<file path="config.mk">
export PLATFORM = sky130hd
export DESIGN_NAME = bm_sequencer
export DESIGN_NICKNAME = d
export VERILOG_FILES = /design/src/rtl/bm_seq_pkg.sv /design/src/rtl/bm_codeword_gen.sv /design/src/rtl/bm_sequencer.sv
export SDC_FILE = /design/constraint.sdc
export NUM_CORES = 1
export LEC_CHECK = 0
export ABC_AREA = 1
export CORE_ASPECT_RATIO = 0.75
export CORE_MARGIN = 10
export CORE_UTILIZATION = 59
export CTS_CLUSTER_SIZE = 12
export DETAILED_ROUTE_END_ITERATION = 10
export PLACE_DENSITY = 0.9
export SLEW_MARGIN = 20
export SYNTH_ARGS = -nofsm -noshare
export SYNTH_HDL_FRONTEND = slang
export SYNTH_SLANG_ARGS = --single-unit
export TNS_END_PERCENT = 30
</file>
<file path="constraint.sdc">
create_clock -name clk -period 2.89 [get_ports clk]
set_input_delay 0.4335 -clock clk [delete_from_list [all_inputs] [get_ports clk]]
set_output_delay 0.4335 -clock clk [all_outputs]
set_load 0.005 [all_outputs]
</file>
<file path="src/rtl/bm_seq_pkg.sv">
// bm_seq_pkg: shared types and constants for the branch-metric sequencer.
//   bm_seq_state_t - sequencer FSM states (encoding also exposed on dbg_state)
//   NUM_GEN/GEN_W  - six 10-bit generator polynomials packed into one bus
//   TABLE_ENTRIES  - (input, state) pairs swept to fill the distance table
package bm_seq_pkg;

    localparam int STATE_W       = 8;
    localparam int IN_W          = 2;
    localparam int SYM_W         = 6;
    localparam int NUM_GEN       = 6;
    localparam int GEN_W         = 10;
    localparam int TABLE_ENTRIES = 1024;

    typedef enum logic [2:0] {
        IDLE    = 3'd0,
        PRECALC = 3'd1,
        SETTLE  = 3'd2,
        DECODE  = 3'd3,
        DONE    = 3'd4
    } bm_seq_state_t;

endpackage

</file>
<file path="src/rtl/bm_codeword_gen.sv">
// bm_codeword_gen: expected encoder codeword for one trellis branch.
//   gen      in  NUM_GEN*GEN_W  generator polynomials, poly k = gen[10k+9:10k]
//   state    in  STATE_W        encoder state
//   in_bits  in  IN_W           encoder input for this radix-4 step
//   codeword out NUM_GEN        bit k = parity of (poly k & {in_bits, state})
module bm_codeword_gen
    import bm_seq_pkg::*;
(
    input  logic [NUM_GEN*GEN_W-1:0] gen,
    input  logic [STATE_W-1:0]       state,
    input  logic [IN_W-1:0]          in_bits,
    output logic [NUM_GEN-1:0]       codeword
);

    always_comb begin
        codeword = '0;
        for (int k = 0; k < NUM_GEN; k++) begin
            codeword[k] = ^(gen[k*GEN_W +: GEN_W] & {in_bits, state});
        end
    end

endmodule

</file>
<file path="src/rtl/bm_sequencer.sv">
// bm_sequencer: sequences the radix-4 Viterbi branch-metric unit.
// First sweeps all 1024 (input, state) pairs on o_mux so the BM unit can fill
// its distance table, then streams sliced symbols to the BM/ACS path.
//   clk, rst         clock; asynchronous active-low reset
//   i_start          start pulse (IDLE only), samples i_skip_pre/i_gen/i_frame_len
//   i_sym_valid/i_sym/o_sym_ready  upstream symbol handshake
//   o_rx/o_rx_valid/i_acs_ready    downstream symbol handshake
//   o_mux            {input, state, codeword} table write to the BM unit
//   o_en_bm          BM enable (PRECALC, SETTLE, DECODE)
//   o_busy           not IDLE
//   o_pre_done       table valid since the last completed PRECALC
//   o_frame_done     one-cycle pulse at frame end
//   dbg_state        current FSM state (bm_seq_state_t encoding)
//
// Handshakes: a word moves when valid and ready are both high at a rising
// edge. Valid never waits on ready; while valid is high without ready the data
// is held unchanged. o_sym_ready = !o_rx_valid || i_acs_ready, so the output
// register may be refilled in the same cycle it is consumed.
module bm_sequencer #(
    parameter int STATE_W = 8,
    parameter int IN_W    = 2,
    parameter int SYM_W   = 6,
    parameter int LEN_W   = 16
) (
    input  logic                           clk,
    input  logic                           rst,
    input  logic                           i_start,
    input  logic                           i_skip_pre,
    input  logic [bm_seq_pkg::NUM_GEN*bm_seq_pkg::GEN_W-1:0] i_gen,
    input  logic [LEN_W-1:0]               i_frame_len,
    input  logic                           i_sym_valid,
    input  logic [SYM_W-1:0]               i_sym,
    output logic                           o_sym_ready,
    output logic [IN_W+STATE_W+SYM_W-1:0]  o_mux,
    output logic                           o_en_bm,
    output logic [SYM_W-1:0]               o_rx,
    output logic                           o_rx_valid,
    input  logic                           i_acs_ready,
    output logic                           o_busy,
    output logic                           o_pre_done,
    output logic                           o_frame_done,
    output logic [2:0]                     dbg_state
);

    import bm_seq_pkg::*;

    localparam int IDX_W = IN_W + STATE_W;
    localparam logic [IDX_W-1:0] LAST_IDX = IDX_W'(TABLE_ENTRIES - 1);

    localparam logic [2:0] S_IDLE    = IDLE;
    localparam logic [2:0] S_PRECALC = PRECALC;
    localparam logic [2:0] S_SETTLE  = SETTLE;
    localparam logic [2:0] S_DECODE  = DECODE;
    localparam logic [2:0] S_DONE    = DONE;

    logic [2:0]                   state;
    logic [IDX_W-1:0]             idx;
    logic [IDX_W-1:0]             next_idx;
    logic [NUM_GEN*GEN_W-1:0]     gen_q;
    logic [NUM_GEN*GEN_W-1:0]     gen_sel;
    logic [LEN_W-1:0]             len_q;
    logic [LEN_W-1:0]             count;
    logic                         pre_done;
    logic                         rx_valid;
    logic [SYM_W-1:0]             rx;
    logic [IDX_W+SYM_W-1:0]       mux_q;
    logic [SYM_W-1:0]             cw;
    logic                         in_idle;
    logic                         frame_full;
    logic                         sym_ready;
    logic                         take;
    logic                         consume;

    // o_mux is registered, so the codeword is computed for the entry that will
    // be shown next cycle: entry 0 from the live i_gen on the start edge (the
    // latch happens on that same edge), then idx+1 from the latched copy.
    assign in_idle  = (state == S_IDLE);
    assign gen_sel  = in_idle ? i_gen : gen_q;
    assign next_idx = in_idle ? '0 : idx + 1'b1;

    bm_codeword_gen u_codeword_gen (
        .gen      (gen_sel),
        .state    (next_idx[STATE_W-1:0]),
        .in_bits  (next_idx[IDX_W-1:STATE_W]),
        .codeword (cw)
    );

    assign frame_full = (count == len_q);
    assign sym_ready  = (state == S_DECODE) && !frame_full && (!rx_valid || i_acs_ready);
    assign take       = i_sym_valid && sym_ready;
    assign consume    = rx_valid && i_acs_ready;

    always_ff @(posedge clk or negedge rst) begin
        if (!rst) begin
            state    <= S_IDLE;
            idx      <= '0;
            gen_q    <= '0;
            len_q    <= '0;
            count    <= '0;
            pre_done <= 1'b0;
            rx_valid <= 1'b0;
            rx       <= '0;
            mux_q    <= '0;
        end else begin
            case (state)
                S_IDLE: begin
                    if (i_start) begin
                        gen_q    <= i_gen;
                        len_q    <= i_frame_len;
                        count    <= '0;
                        rx_valid <= 1'b0;
                        if (i_skip_pre && pre_done) begin
                            state <= S_SETTLE;
                        end else begin
                            pre_done <= 1'b0;
                            idx      <= '0;
                            mux_q    <= {next_idx, cw};
                            state    <= S_PRECALC;
                        end
                    end
                end
                S_PRECALC: begin
                    // Last entry stays on o_mux afterwards so stray BM writes
                    // only rewrite the same value.
                    if (idx == LAST_IDX) begin
                        pre_done <= 1'b1;
                        state    <= S_SETTLE;
                    end else begin
                        idx   <= next_idx;
                        mux_q <= {next_idx, cw};
                    end
                end
                S_SETTLE: begin
                    state <= (len_q == '0) ? S_DONE : S_DECODE;
                end
                S_DECODE: begin
                    if (take) begin
                        rx       <= i_sym;
                        rx_valid <= 1'b1;
                        count    <= count + 1'b1;
                    end else if (consume) begin
                        rx_valid <= 1'b0;
                    end
                    // No transfer can coincide here: sym_ready is low once full.
                    if (frame_full && consume) begin
                        state <= S_DONE;
                    end
                end
                S_DONE: begin
                    state <= S_IDLE;
                end
                default: begin
                    state <= S_IDLE;
                end
            endcase
        end
    end

    assign o_sym_ready  = sym_ready;
    assign o_mux        = mux_q;
    assign o_en_bm      = (state == S_PRECALC) || (state == S_SETTLE) || (state == S_DECODE);
    assign o_rx         = rx;
    assign o_rx_valid   = rx_valid;
    assign o_busy       = !in_idle;
    assign o_pre_done   = pre_done;
    assign o_frame_done = (state == S_DONE);
    assign dbg_state    = state;

endmodule
</file>
==> results of run 1 <==
## routing by layer
metal / share of wire (%) / up-vias / wire (um)
met5: 0 / - / 0
met2: 46 / 397 / 9834
met3: 9.6 / 72 / 2028
met4: 3.0 / 0 / 643
li1: - / 3438 / -
met1: 41 / 3357 / 8656
## critical path, delay by kind of cell, from the launching register on
family,cells,cell delay (ns)
buffers and inverters,3,0.92
and+or+nand+nor,2,0.28
DFF,1,0.47
AOI/OAI and AO/OA,1,0.15
## power groups by stage
stage | registers (W) | logic, W | clock network (W)
global route | 0.00314 | 0.00474 | 0.00205
finish | 0.00306 | 0.00423 | 0.00195
floorplan | 0.00295 | 0.00295 | 0
CTS | 0.00305 | 0.00419 | 0.00197
global placement | 0.00302 | 0.00396 | 0
detailed placement | 0.00307 | 0.00411 | 0
## stage by stage
| stage | total power, W | instances | cell area [um^2] | hold WS (ns) |
|---|---|---|---|---|
| 2_1_floorplan | 0.005896 | 1009 | 7577 | 0.1379 |
| 3_5_place_dp | 0.007172 | 1267 | 8866 | 0.4358 |
| 3_3_place_gp | 0.006979 | 1267 | 8866 | 0.4384 |
| 6_report | 0.009239 | 1298 | 9403 | -0.004975 |
| 5_1_grt | 0.009934 | 1298 | 9403 | 0.02615 |
| 4_1_cts | 0.009216 | 1298 | 9403 | 0.002177 |
## worst max-delay path by stage
stage	slack [ns]	start	cells past startpoint	to
after floorplan	1.04	idx[0]$_DFFE_PN0P_	15	o_mux[2]$_DFFE_PN0P_
after global placement	0.68	dbg_state[1]$_DFFE_PN0P_	8	count[13]$_DFFE_PN0P_
after detailed placement	0.56	dbg_state[1]$_DFFE_PN0P_	8	count[15]$_DFFE_PN0P_
after CTS	0.23	dbg_state[0]$_DFFE_PN0P_	6	o_sym_ready
after global routing	0.15	count[11]$_DFFE_PN0P_	8	o_sym_ready
final	0.22	dbg_state[0]$_DFFE_PN0P_	6	o_sym_ready
## placed cells by master (no fill, tap or decap), types with 4 or more instances in the layout
cell               n
clkdlybuf4s50_1  117
nand4_1           22
xnor2_1           12
a21oi_1           15
mux2_2            47
nor2_4             4
nand2_1          343
buf_4              4
clkbuf_1           4
inv_1            111
o21ai_0           46
o21ai_1           11
nand3b_1           4
nor3_1             7
inv_2              7
nor2_1            73
nand2_2            4
clkbuf_16         17
clkbuf_8           5
nand3_1           98
dfrtp_1          129
nand2_4            5
clkinv_2           4
xor2_1            17
## flip-flops by register name, indices dropped and copies added (netlist names)
register and cells:
gen_q 60, count 16, len_q 16, o_mux 16, idx 10, o_rx 6, dbg_state 3, o_pre_done 1
o_rx_valid 1
## layout make-up
cell class                 count  area, um^2
inverter                     118       442.9
clock inverter                 5       27.53
fill                         894        3034
multi-input combinational    730        3726
sequential                   129        3228
tap                          166       207.7
clock buffer                  26       509.2
timing repair buffer         124        1261
## kinds of logic (layout without fill, tap and decap cells)
group	Yosys count	after routing	synth area share, %
AND/OR/NAND/NOR	572	572	32.63
buffers and inverters	150	273	8.322
flip-flops	129	129	42.60
AO/OA/AOI/OAI	80	80	5.780
multiplexers	47	47	6.985
XOR/XNOR	29	29	3.352
adder cells (fa/ha/maj)	2	2	0.3302
==> run_results.csv, run 1 <==
group,metric,value,unit
synth,synth.area.top_cells,"dfrtp_1, nand2_1, mux2_2, nand3_1, inv_1",
synth,synth_edf_count,0,
global_routing,gr-max-usage-layer,"met2",
final_layout,antennaDiodeCount,0,
synth,ys_ff_latch,129,
timing,finalClockSkew,0.006328,ns
power,power.switching,0.003797,W
synth,synthArstFlopShare,100.0,%
floorplanning,io_pins,119,
critical_path,critPathMaxStageDelay,0.53,ns
cts,cts_resized,0,
power,power_leakage,4.777,nW
critical_path,start_kind,"flip-flop",
global_routing,grtUsageMet1,31.20,%
timing,finalCritPeriodShare,92.31,%
global_routing,grt_pass1_wl,34620,um
timing,setup-tns-final,0,ns
cts,post-cts-setup-buffer-count,0,
final_layout,layout.nets,1210,
place,portBuffers,118,
cts,clk_latency,0.42,ns
synth,yosys-top-cells-count,"nand2_1, dfrtp_1, inv_1",
floorplanning,die-height,118.1,um
place,preCtsSetupSlack,0.5613,ns
power,p_sw_share,41.10,%
cts,cts_tree,"yes",
global_routing,grt_max_degree,89,
timing,holdWs,-0.004975,ns
floorplanning,core,12440,um^2
route,postRouteWirelength,21160,um
critical_path,r2r_end,"o_mux[3]$_DFFE_PN0P_",
global_routing,track_usage,23.79,%
cts,cts_hold_buffers,0,
final_layout,drive_gt1_share,9.806,%
critical_path,end_kind,"primary output",
synth,yosysSeqAreaShare,42.60,%
global_routing,overflow,0,
cts,clkSinkCount,129,
route,drt-vias-per-instance,5.596,
cts,h-tree-depth,4,
critical_path,crit_arrival,2.23,ns
timing,rsz0062_at_grt,"false",
route,firstDrtPassIters,6,
place,place_hpwl,15130,um
timing,fmax,374.8,MHz
power,power_frac_comb,45.8,%
final_layout,final_util,75.60,%
cts,clock_path_buffers,2,
synth,synth_ff_type,"dfrtp_1",
synth,yosysWarnings,0,
run_status,outcome,"finished with violations",
route,wire_per_inst,16.30,um
synth,synth_cells,1009,
route,vias,7264,
synth,yosysUniqueCellTypes,37,
synth,synth_nets,1099,
global_routing,use_met2,37.31,%
timing,hold_viol_final,9,
timing,max-slew-margin-rel,60.31,%
synth,synth_top_area_share,42.60,%
critical_path,cp_slowest_cell,"clkdlybuf4s50_1",
synth,synth_most_common_cell,"nand2_1",
timing,tightest_slew,0.5939,ns
floorplanning,dieArea,17820,um^2
floorplanning,row_count,35,
cts,cts-root-buf,"clkbuf_16",
critical_path,crit_fanout,9,
synth,syn_area,7577,um^2
critical_path,worstPathRequired,2.46,ns
timing,min_period,2.668,ns
hold_path,hp-class,"in2async",
timing,fin_ws,0.2222,ns
synth,yosysTopAreaCell,"dfrtp_1",
route,drt_iter0_drc,878,
critical_path,r2r_slack,0.42,ns
global_routing,use_met3,5.642,%
critical_path,critPathKind,"reg2out",
run_status,violations,"hold timing",
route,drc,0,
timing,setup_viol,0,
global_routing,grt_pass1_vias,7156,
floorplanning,start_util,60.93,%
timing,final_max_slew_viol_count,0,
flow_run,drv_cap,0,
critical_path,crit_path_cell_trace,"inv_2 -> nor3_4 -> buf_4 -> nand2_2 -> a21oi_4 -> clkdlybuf4s50_1",
cts,cts_buffers,17,
critical_path,ff2ff_path_depth,15,
global_routing,grt_antenna_before_repair,0,
place,gp_congestion,0.9231,
power,clkPwrFrac,21.1,%
critical_path,r2r-start,"idx[0]$_DFFE_PN0P_",
floorplanning,die_w,150.9,um
power,vdd_ir_drop_max,0.5153,mV
cts,path_clk_slew,0.05,ns
final_layout,areaGrowthSynthToFinish,24.09,%
synth,syn_area_per_cell,7.510,um^2
route,ant_nets,0,
power,p_per_area,982.5,nW/um^2
power,seqPwrFrac,33.1,%
power,internal_power,0.005441,W
No activity file was read; power rests on OpenSTA's default activity.
==> run 2, diff against run 1 <==
--- a/config.mk
+++ b/config.mk
@@ -6,11 +6,13 @@
 export NUM_CORES = 1
 export LEC_CHECK = 0
 export ABC_AREA = 1
+export CAP_MARGIN = 20
 export CORE_ASPECT_RATIO = 0.75
 export CORE_MARGIN = 10
 export CORE_UTILIZATION = 59
 export CTS_CLUSTER_SIZE = 12
 export DETAILED_ROUTE_END_ITERATION = 10
+export GPL_TIMING_DRIVEN = 0
 export PLACE_DENSITY = 0.9
 export SLEW_MARGIN = 20
 export SYNTH_ARGS = -nofsm -noshare
==> run_results.csv, run 2 (synthesis gave the netlist of run 1 again) <==
group,metric,value,unit
cts,cts_buffers,17,
critical_path,end_kind,"primary output",
final_layout,antennaDiodeCount,0,
global_routing,grt_pass1_vias,7564,
global_routing,track_usage,25.85,%
final_layout,layout.nets,1238,
flow_run,drv_cap,0,
place,gp_congestion,0.9688,
final_layout,fin_area,9679,um^2
critical_path,cp_top_family,"buffers and inverters",
route,met3_length,2715,um
critical_path,start_kind,"flip-flop",
cts,cts-root-buf,"clkbuf_16",
route,vias,7673,
timing,min_period,2.761,ns
timing,fmax,362.2,MHz
final_layout,layout_commonest_cell,"nand2_1",
global_routing,overflow,0,
final_layout,fill_cells,848,
run_status,outcome,"finished, final reports clean",
hold_path,hp-class,"reg2reg",
timing,max-slew-margin-rel,59.38,%
critical_path,crit_fanout,9,
critical_path,critPathMaxStageDelay,0.52,ns
final_layout,final_util,77.83,%
route,drt_iter0_drc,1003,
timing,finalClockSkew,0.009071,ns
place,place_hpwl,16780,um
timing,setup-tns-final,0,ns
critical_path,cp.depth,5,
global_routing,grt_max_degree,73,
hold_path,hold_path_depth,2,
hold_path,min_from,"o_mux[8]$_DFFE_PN0P_",
cts,path_clk_slew,0.06,ns
route,firstDrtPassIters,6,
place,preCtsSetupSlack,0.5163,ns
critical_path,crit_path_cell_trace,"inv_2 -> nor3_4 -> nand2_2 -> a21oi_4 -> clkdlybuf4s50_1",
timing,final_max_slew_viol_count,0,
floorplanning,core,12440,um^2
global_routing,grt_pass1_wl,37090,um
timing,fin_ws,0.1291,ns
cts,clk_latency,0.42,ns
cts,clock_path_buffers,2,
cts,cts_tree,"yes",
final_layout,final_cell_mix,"nand2_1, dfrtp_1, clkdlybuf4s50_1",
route,met1_length,9369,um
final_layout,areaGrowthSynthToFinish,27.74,%
timing,setup_viol,0,
floorplanning,start_util,60.93,%
power,total_power,0.009958,W
route,drt-vias-per-instance,5.782,
cts,clkSinkCount,129,
global_routing,grt_antenna_before_repair,0,
final_layout,multi_input_area,3719,um^2
critical_path,cp_num_buf_inv,2,
place,portBuffers,118,
floorplanning,io_pins,119,
final_layout,area.sequential,3228,um^2
critical_path,r2r-start,"idx[0]$_DFFE_PN0P_",
timing,rsz0062_at_grt,"false",
critical_path,worstPathRequired,2.46,ns
cts,cts_resized,0,
power,p_per_area,1029,nW/um^2
floorplanning,dieArea,17820,um^2
place,dpl_cell_area,8999,um^2
critical_path,cp_slowest_cell,"clkdlybuf4s50_1",
floorplanning,die_w,150.9,um
final_layout,drive_gt1_share,11.80,%
route,route.met2.wl,10370,um
critical_path,critPathKind,"reg2out",
route,topRoutingLayerUsed,"met4",
critical_path,crit_path_start,"dbg_state[0]$_DFFE_PN0P_",
floorplanning,die-height,118.1,um
final_layout,top_register,"gen_q",
route,wire_per_inst,17.53,um
power,power_leakage,4.908,nW
route,postRouteWirelength,23260,um
timing,hold_viol_final,0,
route,ant_nets,0,
route,drc,0,
timing,finalCritPeriodShare,95.53,%
timing,tightest_slew,0.6093,ns
critical_path,crit_arrival,2.33,ns
cts,h-tree-depth,4,
final_layout,largest_reg_flops,60,
critical_path,ff2ff_path_depth,17,
floorplanning,row_count,35,
power,vdd_ir_drop_max,0.5457,mV
==> run 2: cell types whose count changed in the layout (fill, tap and decap cells not counted), sizes merged, moves of 2 or more <==
| cell | change |
|---|---|
| clkbuf | +2 |
| bufinv | +5 |
| clkinvlp | +2 |
| buf | +19 |
==> run 2: per-layer routing <==
| metal | global-route usage [%] | vias up |
|---|---|---|
| li1 | - | 3498 |
| met1 | 33.83 | 3553 |
| met2 | 39.60 | 535 |
| met3 | 7.815 | 87 |
| met4 | 9.304 | 0 |
| met5 | 0 | - |
==> run 2: worst register-to-register path, stage by stage, from the launching register on <==
cell	delay, ns
dfrtp_1	0.42
ha_1	0.26
nand2_1	0.13
inv_1	0.14
nand2_1	0.14
nand2_1	0.08
nor2_2	0.41
nand2_1	0.18
inv_1	0.12
nand2_1	0.09
nand2_1	0.08
nand2_1	0.07
nand2_1	0.07
nand2_1	0.06
nand2_1	0.06
nand2_1	0.05
nand3_1	0.09
nand2_1	0.06
==> run 2: worst paths after layout <==
path	to	slack (ns)
setup / recovery	o_sym_ready	0.13
hold / removal	o_mux[8]$_DFFE_PN0P_	0.47
setup reg to reg	o_mux[0]$_DFFE_PN0P_	0.28
hold reg to reg	o_mux[8]$_DFFE_PN0P_	0.47
max in group asynchronous	o_mux[15]$_DFFE_PN0P_	1.60
min in group asynchronous	o_rx[5]$_DFFE_PN0P_	0.53
==> run 2: final cells by class <==
cell class | instances | area share, %
inverter | 118 | 4.576
sequential | 129 | 33.35
clock inverter | 12 | 2.107
clock buffer | 20 | 4.822
buffer | 32 | 1.939
timing repair buffer | 120 | 12.64
tap | 166 | 2.146
multi-input combinational | 730 | 38.42
==> run 2: power by group <==
group,total [W],switching [W],internal (W)
clock network,0.00244,0.000834,0.00160
logic,0.00447,0.00269,0.00178
registers,0.00305,0.000509,0.00254
total,0.00996,0.00403,0.00592
==> run 2: what timing repair did <==
action	4_1_cts	5_1_grt
setup buffers	0	0
hold endpoints to repair	16	0
hold buffers	1	0
==> run 2: stage by stage <==
stage / std cells / hold WS, ns
after floorplan: 1009 / 0.1379
after global placement: 1293 / 0.4526
after detailed placement: 1294 / 0.4326
after CTS: 1327 / 0.4718
after global routing: 1327 / 0.4950
final: 1327 / 0.4688
==> run 3, diff against run 2 <==
--- a/config.mk
+++ b/config.mk
@@ -9,11 +9,11 @@
 export CAP_MARGIN = 20
 export CORE_ASPECT_RATIO = 0.75
 export CORE_MARGIN = 10
-export CORE_UTILIZATION = 59
+export CORE_UTILIZATION = 55
 export CTS_CLUSTER_SIZE = 12
 export DETAILED_ROUTE_END_ITERATION = 10
 export GPL_TIMING_DRIVEN = 0
-export PLACE_DENSITY = 0.9
+export PLACE_DENSITY = 0.84
 export SLEW_MARGIN = 20
 export SYNTH_ARGS = -nofsm -noshare
 export SYNTH_HDL_FRONTEND = slang
==> run_results.csv, run 3 (synthesis gave the netlist of run 1 again) <==
group,metric,value,unit
power,vdd_ir_drop_max,0.7089,mV
final_layout,areaGrowthSynthToFinish,26.78,%
hold_path,min_from,"o_mux[9]$_DFFE_PN0P_",
timing,tightest_slew,0.5468,ns
critical_path,critPathMaxStageDelay,0.53,ns
power,p_per_area,998.6,nW/um^2
critical_path,cp_slowest_cell,"clkdlybuf4s50_1",
final_layout,layout_commonest_cell,"nand2_1",
floorplanning,dieArea,18920,um^2
place,dpl_cell_area,9010,um^2
route,drt-vias-per-instance,5.527,
route,vias,7379,
final_layout,fill_cells,1082,
cts,cts_tree,"yes",
run_status,outcome,"finished, final reports clean",
floorplanning,row_count,37,
floorplanning,start_util,55.67,%
global_routing,grt_max_degree,76,
cts,clkSinkCount,129,
hold_path,hp-class,"reg2reg",
critical_path,crit_fanout,9,
timing,final_max_slew_viol_count,0,
timing,fmax,363.5,MHz
critical_path,cp_top_family,"buffers and inverters",
timing,fin_ws,0.1393,ns
critical_path,worstPathRequired,2.46,ns
floorplanning,die_w,155.5,um
cts,post-cts-setup-buffer-count,0,
global_routing,overflow,0,
timing,setup-tns-final,0,ns
cts,cts_buffers,17,
cts,clk_latency,0.42,ns
floorplanning,io_pins,119,
cts,cts-root-buf,"clkbuf_16",
cts,cts_resized,0,
global_routing,grt_pass1_wl,35330,um
critical_path,r2r_slack,0.40,ns
floorplanning,core,13610,um^2
hold_path,hold_path_depth,2,
flow_run,drv_cap,0,
place,gp_congestion,0.9176,
final_layout,drive_gt1_share,11.72,%
route,postRouteWirelength,22090,um
cts,clock_path_buffers,2,
place,portBuffers,118,
final_layout,top_register,"gen_q",
critical_path,cp.depth,5,
global_routing,grt_antenna_before_repair,0,
timing,min_period,2.751,ns
final_layout,final_util,70.58,%
final_layout,fin_area,9607,um^2
critical_path,crit_path_cell_trace,"inv_2 -> nor3_4 -> nand2_2 -> a21oi_4 -> clkdlybuf4s50_1",
route,wire_per_inst,16.55,um
timing,finalCritPeriodShare,95.18,%
route,drc,0,
place,place_hpwl,16470,um
route,ant_nets,0,
final_layout,area.sequential,3228,um^2
timing,hold_viol_final,0,
final_layout,antennaDiodeCount,0,
critical_path,ff2ff_path_depth,13,
critical_path,crit_arrival,2.32,ns
global_routing,track_usage,23.28,%
timing,finalClockSkew,0.008192,ns
cts,path_clk_slew,0.06,ns
final_layout,final_cell_mix,"nand2_1, dfrtp_1, clkdlybuf4s50_1",
route,firstDrtPassIters,8,
timing,rsz0062_at_grt,"false",
route,drt_iter0_drc,708,
critical_path,start_kind,"flip-flop",
timing,setup_viol,0,
final_layout,layout.nets,1238,
hold_path,hold_end,"o_mux[9]$_DFFE_PN0P_",
final_layout,largest_reg_flops,60,
floorplanning,die-height,121.7,um
critical_path,r2r-start,"idx[0]$_DFFE_PN0P_",
timing,max-slew-margin-rel,63.41,%
place,preCtsSetupSlack,0.5745,ns
final_layout,multi_input_area,3719,um^2
global_routing,grt_pass1_vias,7107,
critical_path,cp_num_buf_inv,2,
critical_path,critPathKind,"reg2out",
critical_path,end_kind,"primary output",
cts,h-tree-depth,4,
critical_path,r2r_end,"o_mux[4]$_DFFE_PN0P_",
power,power_leakage,4.875,nW
[run 3: area by class of cell]
type                    instances  area share [%]
repair buffers                120           12.74
clock inverters                12           1.394
multi-input cells             730           38.71
flip-flops and latches        129           33.60
well taps                     175           2.279
inverters                     118           4.611
plain buffers                  32           1.954
clock buffers                  19           4.715
[run 3: power by group]
group | switching (W) | total [W] | internal (W)
Combinational | 0.00263 | 0.00441 | 0.00178
Sequential | 0.000501 | 0.00304 | 0.00254
Clock | 0.000825 | 0.00214 | 0.00131
[run 3: worst max-delay path by stage]
stage,slack [ns],endpoint,from
6_report,0.14,o_sym_ready,dbg_state[0]$_DFFE_PN0P_
5_1_grt,0.02,o_sym_ready,dbg_state[0]$_DFFE_PN0P_
4_1_cts,0.15,o_sym_ready,dbg_state[0]$_DFFE_PN0P_
3_5_place_dp,0.57,o_sym_ready,dbg_state[0]$_DFFE_PN0P_
3_3_place_gp,-3.67,o_rx[1]$_DFFE_PN0P_,rst
2_1_floorplan,1.04,o_mux[2]$_DFFE_PN0P_,idx[0]$_DFFE_PN0P_
[run 3: worst min-delay path, stage by stage (launching register included)]
cell and delay, ns:
dfrtp_1 0.34, nand2_1 0.05, nand2_1 0.04
[run 3: timing repair]
| action | 4_1_cts | 5_1_grt |
|---|---|---|
| setup endpoints to repair | 0 | 0 |
| hold buffers | 1 | 0 |
| hold endpoints to repair | 54 | 0 |
[run 3: layer usage]
metal	share of wire, %	global-route usage (%)
met1	43	31.30
met2	44	36.22
met3	11	6.373
met5	0	0
met4	1.9	6.768
[run 3: metrics by stage]
step           hold slack, ns  power [W]  instances
2_1_floorplan          0.1379   0.005896       1009
3_3_place_gp           0.4527   0.007157       1302
3_5_place_dp           0.3820   0.007349       1303
4_1_cts                0.4721   0.009528       1335
5_1_grt                0.4964    0.01027       1335
6_report               0.4654   0.009593       1335
